## src/rtl/store_controller_n.sv

```systemverilog
// Store sequencer: gathers per-core op-end flags, then writes NUM_ROWS rows to data memory.
// Optional watchdog enabled by defining STORE_TIMEOUT_EN.
module store_controller_n #(
    parameter int NUM_CORES      = 4,
    parameter int ROW_BITS       = 4,
    parameter int NUM_ROWS       = 16,
    parameter int TIMEOUT_CYCLES = 1024
) (
    input  logic                 clk,
    input  logic                 rst,
    input  logic [NUM_CORES-1:0] op_end,
    input  logic [NUM_CORES-1:0] core_mask,
    input  logic                 mem_ready,
    output logic                 memWrite,
    output logic                 swEnable,
    output logic                 memWrtoReg,
    output logic [ROW_BITS-1:0]  rowaddr,
    output logic [NUM_ROWS-1:0]  rowaddrtoSw,
    output logic                 store_busy,
    output logic                 store_done,
    output logic                 timeout_err
);

    if (NUM_ROWS < 1 || NUM_ROWS > (1 << ROW_BITS)) begin : g_bad_rows
        $error("store_controller_n: NUM_ROWS must lie in 1..2**ROW_BITS");
    end
    if (TIMEOUT_CYCLES < 1 || NUM_CORES < 1) begin : g_bad_cfg
        $error("store_controller_n: TIMEOUT_CYCLES and NUM_CORES must be >= 1");
    end

    typedef enum logic [1:0] {
        S_IDLE,
        S_ARM,
        S_WRITE,
        S_DONE
    } state_t;

    state_t               state_q, state_d;
    logic [NUM_CORES-1:0] flags_q, flags_d;
    logic [ROW_BITS-1:0]  row_q,   row_d;
    logic                 all_in;
    logic                 last_row;
    logic                 wd_fire;

    assign all_in   = (core_mask != '0) && ((flags_q & core_mask) == core_mask);
    assign last_row = (row_q == ROW_BITS'(NUM_ROWS - 1));

`ifdef STORE_TIMEOUT_EN
    localparam int WD_W = $clog2(TIMEOUT_CYCLES + 1);

    logic [WD_W-1:0] wd_q, wd_d;
    logic            terr_q, terr_d;
    logic            any_in;

    assign any_in  = |(flags_q & core_mask);
    // Counter value N means N edges have passed since the first masked capture.
    assign wd_fire = any_in && (wd_q == WD_W'(TIMEOUT_CYCLES - 1));

    always_comb begin
        wd_d   = wd_q;
        terr_d = terr_q;
        case (state_q)
            S_IDLE: begin
                if (all_in) begin
                    wd_d = '0;
                end else if (wd_fire) begin
                    wd_d   = '0;
                    terr_d = 1'b1;
                end else if (any_in) begin
                    wd_d = wd_q + 1'b1;
                end
            end
            S_DONE:  terr_d = 1'b0;
            default: ;
        endcase
    end

    always_ff @(posedge clk or posedge rst) begin
        if (rst) begin
            wd_q   <= '0;
            terr_q <= 1'b0;
        end else begin
            wd_q   <= wd_d;
            terr_q <= terr_d;
        end
    end

    assign timeout_err = terr_q;
`else
    assign wd_fire     = 1'b0;
    assign timeout_err = 1'b0;
`endif

    always_comb begin
        state_d = state_q;
        flags_d = flags_q;
        row_d   = row_q;
        case (state_q)
            S_IDLE: begin
                flags_d = flags_q | op_end;
                if (all_in || wd_fire) begin
                    state_d = S_ARM;
                end
            end
            S_ARM: begin
                row_d   = '0;
                state_d = S_WRITE;
            end
            S_WRITE: begin
                if (mem_ready) begin
                    if (last_row) begin
                        state_d = S_DONE;
                    end else begin
                        row_d = row_q + 1'b1;
                    end
                end
            end
            S_DONE: begin
                flags_d = '0;
                state_d = S_IDLE;
            end
            default: state_d = S_IDLE;
        endcase
    end

    always_ff @(posedge clk or posedge rst) begin
        if (rst) begin
            state_q <= S_IDLE;
            flags_q <= '0;
            row_q   <= '0;
        end else begin
            state_q <= state_d;
            flags_q <= flags_d;
            row_q   <= row_d;
        end
    end

    // Outputs decode only registered state, so reset clears them without a clock.
    always_comb begin
        memWrite    = 1'b0;
        swEnable    = 1'b0;
        memWrtoReg  = 1'b0;
        rowaddr     = '0;
        rowaddrtoSw = '0;
        store_done  = 1'b0;
        case (state_q)
            S_ARM: begin
                swEnable    = 1'b1;
                rowaddrtoSw = NUM_ROWS'(1);
            end
            S_WRITE: begin
                swEnable    = 1'b1;
                memWrite    = 1'b1;
                memWrtoReg  = 1'b1;
                rowaddr     = row_q;
                rowaddrtoSw = NUM_ROWS'(1) << row_q;
            end
            S_DONE:  store_done = 1'b1;
            default: ;
        endcase
    end

    assign store_busy = (state_q != S_IDLE);

endmodule

```

## config.mk

```make
export PLATFORM = sky130hd
export DESIGN_NAME = store_controller_n
export DESIGN_NICKNAME = d
export VERILOG_FILES = /design/src/rtl/store_controller_n.sv
export SDC_FILE = /design/constraint.sdc
export NUM_CORES = 1
export LEC_CHECK = 0
export CELL_PAD_IN_SITES_DETAIL_PLACEMENT = 1
export CELL_PAD_IN_SITES_GLOBAL_PLACEMENT = 1
export CORE_UTILIZATION = 27
export CTS_BUF_LIST = sky130_fd_sc_hd__clkbuf_2
export CTS_CLUSTER_DIAMETER = 100
export DETAILED_ROUTE_END_ITERATION = 8
export HOLD_SLACK_MARGIN = 0.12
export PLACE_DENSITY_LB_ADDON = 0.1
export SETUP_SLACK_MARGIN = 0.15
export SLEW_MARGIN = 20
export SYNTH_ARGS = -nofsm -noshare
export SYNTH_HDL_FRONTEND = slang
export SYNTH_SLANG_ARGS = --single-unit
```

## constraint.sdc

```tcl
create_clock -name clk -period 1.5 [get_ports clk]
set_input_delay 0.15 -clock clk [delete_from_list [all_inputs] [get_ports clk]]
set_output_delay 0.15 -clock clk [all_outputs]
set_load 0.03 [all_outputs]
```

==> results of run 1 <==
## flip-flops by register name, indices dropped and copies added (netlist names)
| name | flops |
|---|---|
| flags_q | 4 |
| row_q | 4 |
| state_q | 2 |
## cells in the mapped netlist (3+ instances only)
| cell type | instances | share of area, % |
|---|---|---|
| nor2_1 | 12 | 5.6 |
| dfrtp_1 | 10 | 31 |
| ha_1 | 10 | 16 |
| inv_1 | 9 | 4.2 |
| and2_1 | 7 | 5.5 |
| nand2_1 | 6 | 2.8 |
| a21oi_1 | 5 | 3.1 |
| and3_1 | 4 | 3.1 |
| nand3_1 | 4 | 2.5 |
| nor2b_1 | 4 | 3.1 |
| nor3_1 | 4 | 2.5 |
| o21ai_0 | 4 | 2.5 |
| buf_4 | 3 | 2.8 |
## worst max-delay path, delay by kind of cell, from the launching register on
kind                       cells  cell delay (ns)
AOI/OAI and AO/OA              1             0.20
adders and majority gates      1             0.16
buffers and inverters          2             0.26
DFF                            1             0.42
and+or+nand+nor                3             0.32
## metal layers
layer  wire length [um]  global-route usage, %  vias to the layer above
li1                   -                      -                      444
met1               1130                   19.6                      450
met2               1640                   34.6                       27
met3                 96                  0.922                        4
met4                 43                   6.27                        0
met5                  0                      0                        -
## worst min-delay path by stage
| stage | to | slack [ns] | cells after the start |
|---|---|---|---|
| 6_report | row_q[0]$_DFFE_PP0P_ | 0.16 | 2 |
| 5_1_grt | row_q[0]$_DFFE_PP0P_ | 0.17 | 2 |
| 4_1_cts | row_q[0]$_DFFE_PP0P_ | 0.17 | 2 |
| 3_5_place_dp | row_q[0]$_DFFE_PP0P_ | 0.46 | 2 |
| 3_3_place_gp | row_q[0]$_DFFE_PP0P_ | 0.45 | 2 |
| 2_1_floorplan | flags_q[0]$_DFFE_PP0P_ | -0.01 | 1 |
## timing repair
| item | CTS | global route |
|---|---|---|
| endpoints found under the setup margin | 35 | 35 |
| gates resized for setup | 36 | 19 |
| pin swaps | 4 | 7 |
| setup buffers | 8 | 4 |
| endpoints found under the hold margin | 0 | 0 |
| hold buffers | 0 | 0 |
## power groups by stage
stage	registers [W]	logic [W]	clock network, W
after floorplan	0.000479	0.00126	0
after global placement	0.000501	0.00187	0
after detailed placement	0.000508	0.00190	0
after CTS	0.000480	0.00227	0.000156
after global routing	0.000503	0.00274	0.000170
final	0.000488	0.00256	0.000149
## per-stage QoR
| stage | instance area (sq um) | TNS [ns] | cells | hold slack, ns | util (%) |
|---|---|---|---|---|---|
| floorplan | 932 | -0.750 | 98 | -0.00982 | - |
| CTS | 1510 | -3.48 | 185 | 0.168 | 54.3 |
| global placement | 1330 | 0 | 173 | 0.455 | 47.7 |
| finish | 1610 | -4.10 | 189 | 0.160 | 58.0 |
| global route | 1610 | -6.22 | 189 | 0.169 | 58.0 |
| detailed placement | 1330 | -0.192 | 173 | 0.460 | 47.7 |
## area by class of cell
class                           count  area (sq um)  share of cell area (%)
Inverter                           10          50.0                    3.10
Tap cell                           31          38.8                    2.40
Sequential cell                    10           250                    15.5
Clock inverter                      1          3.75                   0.233
Timing Repair Buffer               60           566                    35.1
Multi-Input combinational cell     74           689                    42.7
Clock buffer                        3          15.0                   0.931
## cells by family (layout without fill, tap and decap cells)
family,count (synthesis),in the layout,synth area share [%]
compound gates,14,14,10.9
buf+inv,14,74,8.10
simple gates,48,48,32.6
fa+ha+maj,10,10,15.6
flops,10,10,31.2
other cells,1,1,0.467
mux,1,1,1.25
==> results.tsv, run 1 <==
stage	metric	value	unit
clock_network	CTS buffer count	3	
clock_network	worst skew pair latency	0.25	ns
pwr	internal power	0.00165	W
worst_setup_path	slowest cell delay on critical path	0.42	ns
yosys	main flop type after synthesis	dfrtp_1	
global_routing	gr ovfl total	0	
yosys	post-synthesis sequential area ratio	31.2	%
global_routing	total track usage	17.6	%
route	routed vias	925	
worst_setup_path	CP max FO	4	
timing	Final min period	1.76	ns
floorplanning	Rows	19	
clock_network	clk buf depth	2	
final_layout	layout cells sized above 1	62.0	%
worst_hold_path	Hold Path Class	in2async	
timing	worst clock skew	0.0178	ns
global_routing	vias in the first global route	1010	
timing	final worst setup slack	-0.264	ns
yosys	Seq cells post-synth	10	
final_layout	Filler cells	322	
yosys	Synthesis Warnings	0	
pwr	Power Total	0.00320	W
floorplanning	Die H	56.5	um
route	violation count after the first detailed-route iteration	4	
pwr	clock network power share	4.7	%
placement	pre-CTS setup slack	-0.0425	ns
final_layout	Synth-to-Final Area Change	101	%
yosys	Cells after Synth	98	
route	routed wire length	2910	um
worst_setup_path	cells on worst reg2reg path	8	
floorplanning	Die Wd	56.5	um
timing	Final Hold Fails	0	
worst_setup_path	R2R Path End	row_q[3]$_DFFE_PP0P_	
worst_setup_path	CP Launch Type	register	
route	Final ANT Viol Nets	0	
final_layout	Antenna Cells	0	
timing	RSZ-0062 raised after global routing	true	
global_routing	first-pass GRT wire length	4420	um
worst_setup_path	reg2reg setup slack	-0.10	ns
final_layout	final layout net count	180	
floorplanning	top-level I/O count	37	
timing	FMAX	0.567	GHz
yosys	Post-synth EDFFs	0	
worst_setup_path	FF-to-FF Start	state_q[0]$_DFFE_PP0P_	
route	Routed WL per cell	15.4	um
run_status	violated checks	setup timing	
worst_setup_path	Worst setup startpoint	state_q[1]$_DFFE_PP0P_	
pwr	Sw Share	48.4	%
pwr	sw power	0.00155	W
clock_network	H-tree Lvls	1	
worst_setup_path	critical setup path kind	reg2out	
yosys	asr flop ratio synth	100	%
clock_network	Root Driver	clkbuf_2	
yosys	Post-Syn Area per Cell	8.20	sq um
worst_setup_path	Worst EP arrival	1.61	ns
pwr	share of total power in sequential cells	15.3	%
yosys	syn nets	119	
floorplanning	core area	2780	sq um
worst_setup_path	Worst setup endpoint	rowaddrtoSw[0]	
final_layout	most frequent cells in the layout	buf_4 (26), buf_6 (24), dfrtp_1 (10), clkdlybuf4s50_1 (10), inv_1 (8)	
worst_setup_path	CP Capture Type	output pin	
route	DR vias/cell	4.89	
timing	Slew Limit Fails	0	
yosys	synth unique cells	29	
pwr	Leakage	0.723	nW
timing	Setup-failing EPs final	23	
floorplanning	initial core utilization	28.9	%
worst_setup_path	Critical-path top delay cell	dfrtp_1	
worst_setup_path	crit-path cells	buf_6 -> ha_4 -> and2b_1 -> nand2_2 -> nor2_1 -> o21a_2 -> buf_6	
run_status	status	finished, violations left	
pwr	Gate power share	80.1	%
yosys	mapped cell area	803	sq um
clock_network	CTS tree	done	
route	Pre-Repair DR Iteration Count	2	
clock_network	Sink Count	10	
worst_setup_path	most used cell, CP	buf_6	
final_layout	most common cell after layout, fill and taps aside	buf_4	
pwr	pwr/cell area	1980	nW/um^2
worst_setup_path	Critical Path RT	1.35	ns
placement	DP HPWL	1970	um
clock_network	Worst-path clk slew	0.11	ns
global_routing	pin count of the biggest net entering global routing	11	
route	DRC viols	0	
floorplanning	die area	3200	sq um
timing	period utilization	118	%
flow_run	max-cap viol count	0	
global_routing	antenna violations before repair	0	
placement	Port-buffer cells	35	
pwr	maximum VDD drop	1210	uV
placement	routability cong.	0.731	
Power figures use the tool's default switching activity.
==> run 2: changes to the inputs <==
- CELL_PAD_IN_SITES_DETAIL_PLACEMENT: 1 -> 2
- CELL_PAD_IN_SITES_GLOBAL_PLACEMENT: 1 -> 2
- CORE_UTILIZATION: 27 -> 20
==> results.tsv, run 2 (synthesis gave the netlist of run 1 again) <==
stage	metric	value	unit	change
global_routing	pin count of the biggest net entering global routing	12		was 11
clock_network	Sink Count	10		unchanged
timing	period utilization	122	%	was 118%
final_layout	biggest regs	flags_q: 4 flops, row_q: 4 flops, state_q: 2 flops		unchanged
worst_setup_path	CP max FO	5		was 4
worst_setup_path	Worst EP arrival	1.68	ns	was 1.61 ns
global_routing	total track usage	15.4	%	was 17.6%
timing	FMAX	0.547	GHz	was 0.567 GHz
pwr	pwr/cell area	2010	nW/um^2	was 1980 nW/um^2
final_layout	Antenna Cells	0		unchanged
placement	DP HPWL	2390	um	was 1970 um
placement	pre-CTS setup slack	-0.0997	ns	was -0.0425 ns
placement	Port-buffer cells	35		unchanged
placement	routability cong.	0.712		was 0.731
route	Top Layer Used	met3		was met4
final_layout	fin area	1620	sq um	was 1610 sq um
global_routing	gr ovfl total	0		unchanged
final_layout	final layout net count	179		was 180
worst_setup_path	Critical-path top delay cell	dfrtp_1		unchanged
final_layout	most frequent cells in the layout	buf_4 (26), buf_6 (22), clkdlybuf4s50_1 (10)		was buf_4 (26), buf_6 (24), dfrtp_1 (10), clkdlybuf4s50_1 (10), inv_1 (8)
route	DR vias/cell	4.38		was 4.89
pwr	Sw Share	47.7	%	was 48.4%
route	violation count after the first detailed-route iteration	11		was 4
route	Pre-Repair DR Iteration Count	2		unchanged
route	met2 WL post-DR	1680	um	was 1640 um
route	Met1 Wirelength	1320	um	was 1130 um
clock_network	clk buf depth	2		unchanged
pwr	maximum VDD drop	695	uV	was 1210 uV
route	routed vias	898		was 925
worst_setup_path	slowest cell delay on critical path	0.42	ns	about the same
pwr	share of total power in sequential cells	15.2	%	was 15.3%
worst_setup_path	most used cell, CP	buf_6		unchanged
final_layout	layout cells sized above 1	63.1	%	was 62.0%
worst_setup_path	Critical Path RT	1.35	ns	about the same
clock_network	Worst-path clk slew	0.12	ns	was 0.11 ns
floorplanning	Rows	22		was 19
route	DRC viols	0		unchanged
route	Final ANT Viol Nets	0		unchanged
pwr	sw power	0.00155	W	about the same
clock_network	worst skew pair latency	0.27	ns	was 0.25 ns
pwr	clock network power share	5.0	%	was 4.7%
flow_run	max-cap viol count	0		unchanged
floorplanning	top-level I/O count	37		unchanged
worst_setup_path	CP Capture Type	output pin		unchanged
timing	Final min period	1.83	ns	was 1.76 ns
placement	DP Area	1370	sq um	was 1330 sq um
floorplanning	core area	3740	sq um	was 2780 sq um
worst_setup_path	CP Launch Type	register		unchanged
worst_setup_path	crit-path cells	buf_6 -> ha_4 -> and2b_2 -> nand2_2 -> nor2_2 -> o21a_2 -> buf_6		was buf_6 -> ha_4 -> and2b_1 -> nand2_2 -> nor2_1 -> o21a_2 -> buf_6
route	routed wire length	3120	um	was 2910 um
final_layout	Filler cells	417		was 322
run_status	status	finished, violations left		unchanged
clock_network	Root Driver	clkbuf_2		unchanged
timing	RSZ-0062 raised after global routing	true		unchanged
clock_network	hold_buf cts	0		unchanged
floorplanning	die area	4270	sq um	was 3200 sq um
timing	final worst setup slack	-0.327	ns	was -0.264 ns
worst_setup_path	reg2reg setup slack	-0.09	ns	was -0.10 ns
clock_network	H-tree Lvls	1		unchanged
run_status	violated checks	setup timing		unchanged
clock_network	CTS buffer count	3		unchanged
timing	Final Hold Fails	0		unchanged
timing	worst clock skew	0.0187	ns	was 0.0178 ns
global_routing	antenna violations before repair	0		unchanged
final_layout	Synth-to-Final Area Change	102	%	was 101%
final_layout	non-filler instance count after layout	205		was 189
timing	Slew Limit Fails	0		unchanged
timing	Setup-failing EPs final	25		was 23
global_routing	vias in the first global route	996		was 1010
floorplanning	initial core utilization	21.5	%	was 28.9%
route	Routed WL per cell	15.2	um	was 15.4 um
floorplanning	Die H	65.4	um	was 56.5 um
final_layout	most common cell after layout, fill and taps aside	buf_4		unchanged
pwr	Leakage	0.713	nW	was 0.723 nW
worst_setup_path	critical setup path kind	reg2out		unchanged
global_routing	first-pass GRT wire length	4880	um	was 4420 um
pwr	Gate power share	79.7	%	was 80.1%
placement	Inst Count DP	191		was 173
route	metal3 WL	123	um	was 96 um
timing	setup TNS	-5.19	ns	was -4.10 ns
clock_network	CTS tree	done		unchanged
worst_hold_path	Hold Path Class	in2async		unchanged
floorplanning	Die Wd	65.4	um	was 56.5 um
pwr	internal power	0.00170	W	was 0.00165 W
-- run 2: power groups by stage --
stage,combinational (W),clock (W),sequential [W]
4_1_cts,0.00239,0.000171,0.000486
3_5_place_dp,0.00207,0,0.000500
5_1_grt,0.00279,0.000184,0.000512
2_1_floorplan,0.00126,0,0.000479
6_report,0.00259,0.000164,0.000496
3_3_place_gp,0.00203,0,0.000493
-- run 2: area by class of cell --
cell class	instances	area, sq um	area share, %
timing repair buffer	59	563	34.7
tap	48	60.1	3.70
inverter	10	50.0	3.09
sequential	10	251	15.5
clock buffer	3	15.0	0.926
multi-input combinational	74	678	41.8
clock inverter	1	3.75	0.231
-- run 2: timing repair --
action                     4_1_cts  5_1_grt
gates cloned                     0        0
buffers inserted                 7        3
setup endpoints to repair       35       35
pin swaps                        3        6
gates resized for setup         32       20
-- run 2: layer usage --
metal  GRT usage, %  vias to the layer above
met4           1.63                        0
met2           28.9                       21
met3           3.65                        0
li1               -                      435
met5              0                        -
met1           17.9                      442
-- run 2: path summary, 6_finish.rpt --
check / from / end / cells after the start
max reg2reg: state_q[0]$_DFFE_PP0P_ / row_q[3]$_DFFE_PP0P_ / 8
min reg2reg: flags_q[2]$_DFFE_PP0P_ / flags_q[2]$_DFFE_PP0P_ / 2
min in group clk: op_end[0] / flags_q[0]$_DFFE_PP0P_ / 3
min: rst / state_q[0]$_DFFE_PP0P_ / 2
max in group asynchronous: rst / row_q[3]$_DFFE_PP0P_ / 2
max: state_q[1]$_DFFE_PP0P_ / rowaddrtoSw[0] / 7
-- run 2: through the flow --
stage	util, %	hold slack, ns	power [W]
after floorplan	-	-0.00982	0.00174
after global placement	36.6	0.470	0.00253
after detailed placement	36.6	0.481	0.00257
after CTS	41.1	0.159	0.00305
after global routing	43.3	0.184	0.00348
final	43.3	0.153	0.00325
-- run 2: worst max-delay path: cells and delay by family, from the launching register on --
family                     cells  cell delay [ns]
AOI/OAI and AO/OA              1             0.21
adders and majority gates      1             0.17
buffers and inverters          2             0.26
DFF                            1             0.42
and+or+nand+nor                3             0.35
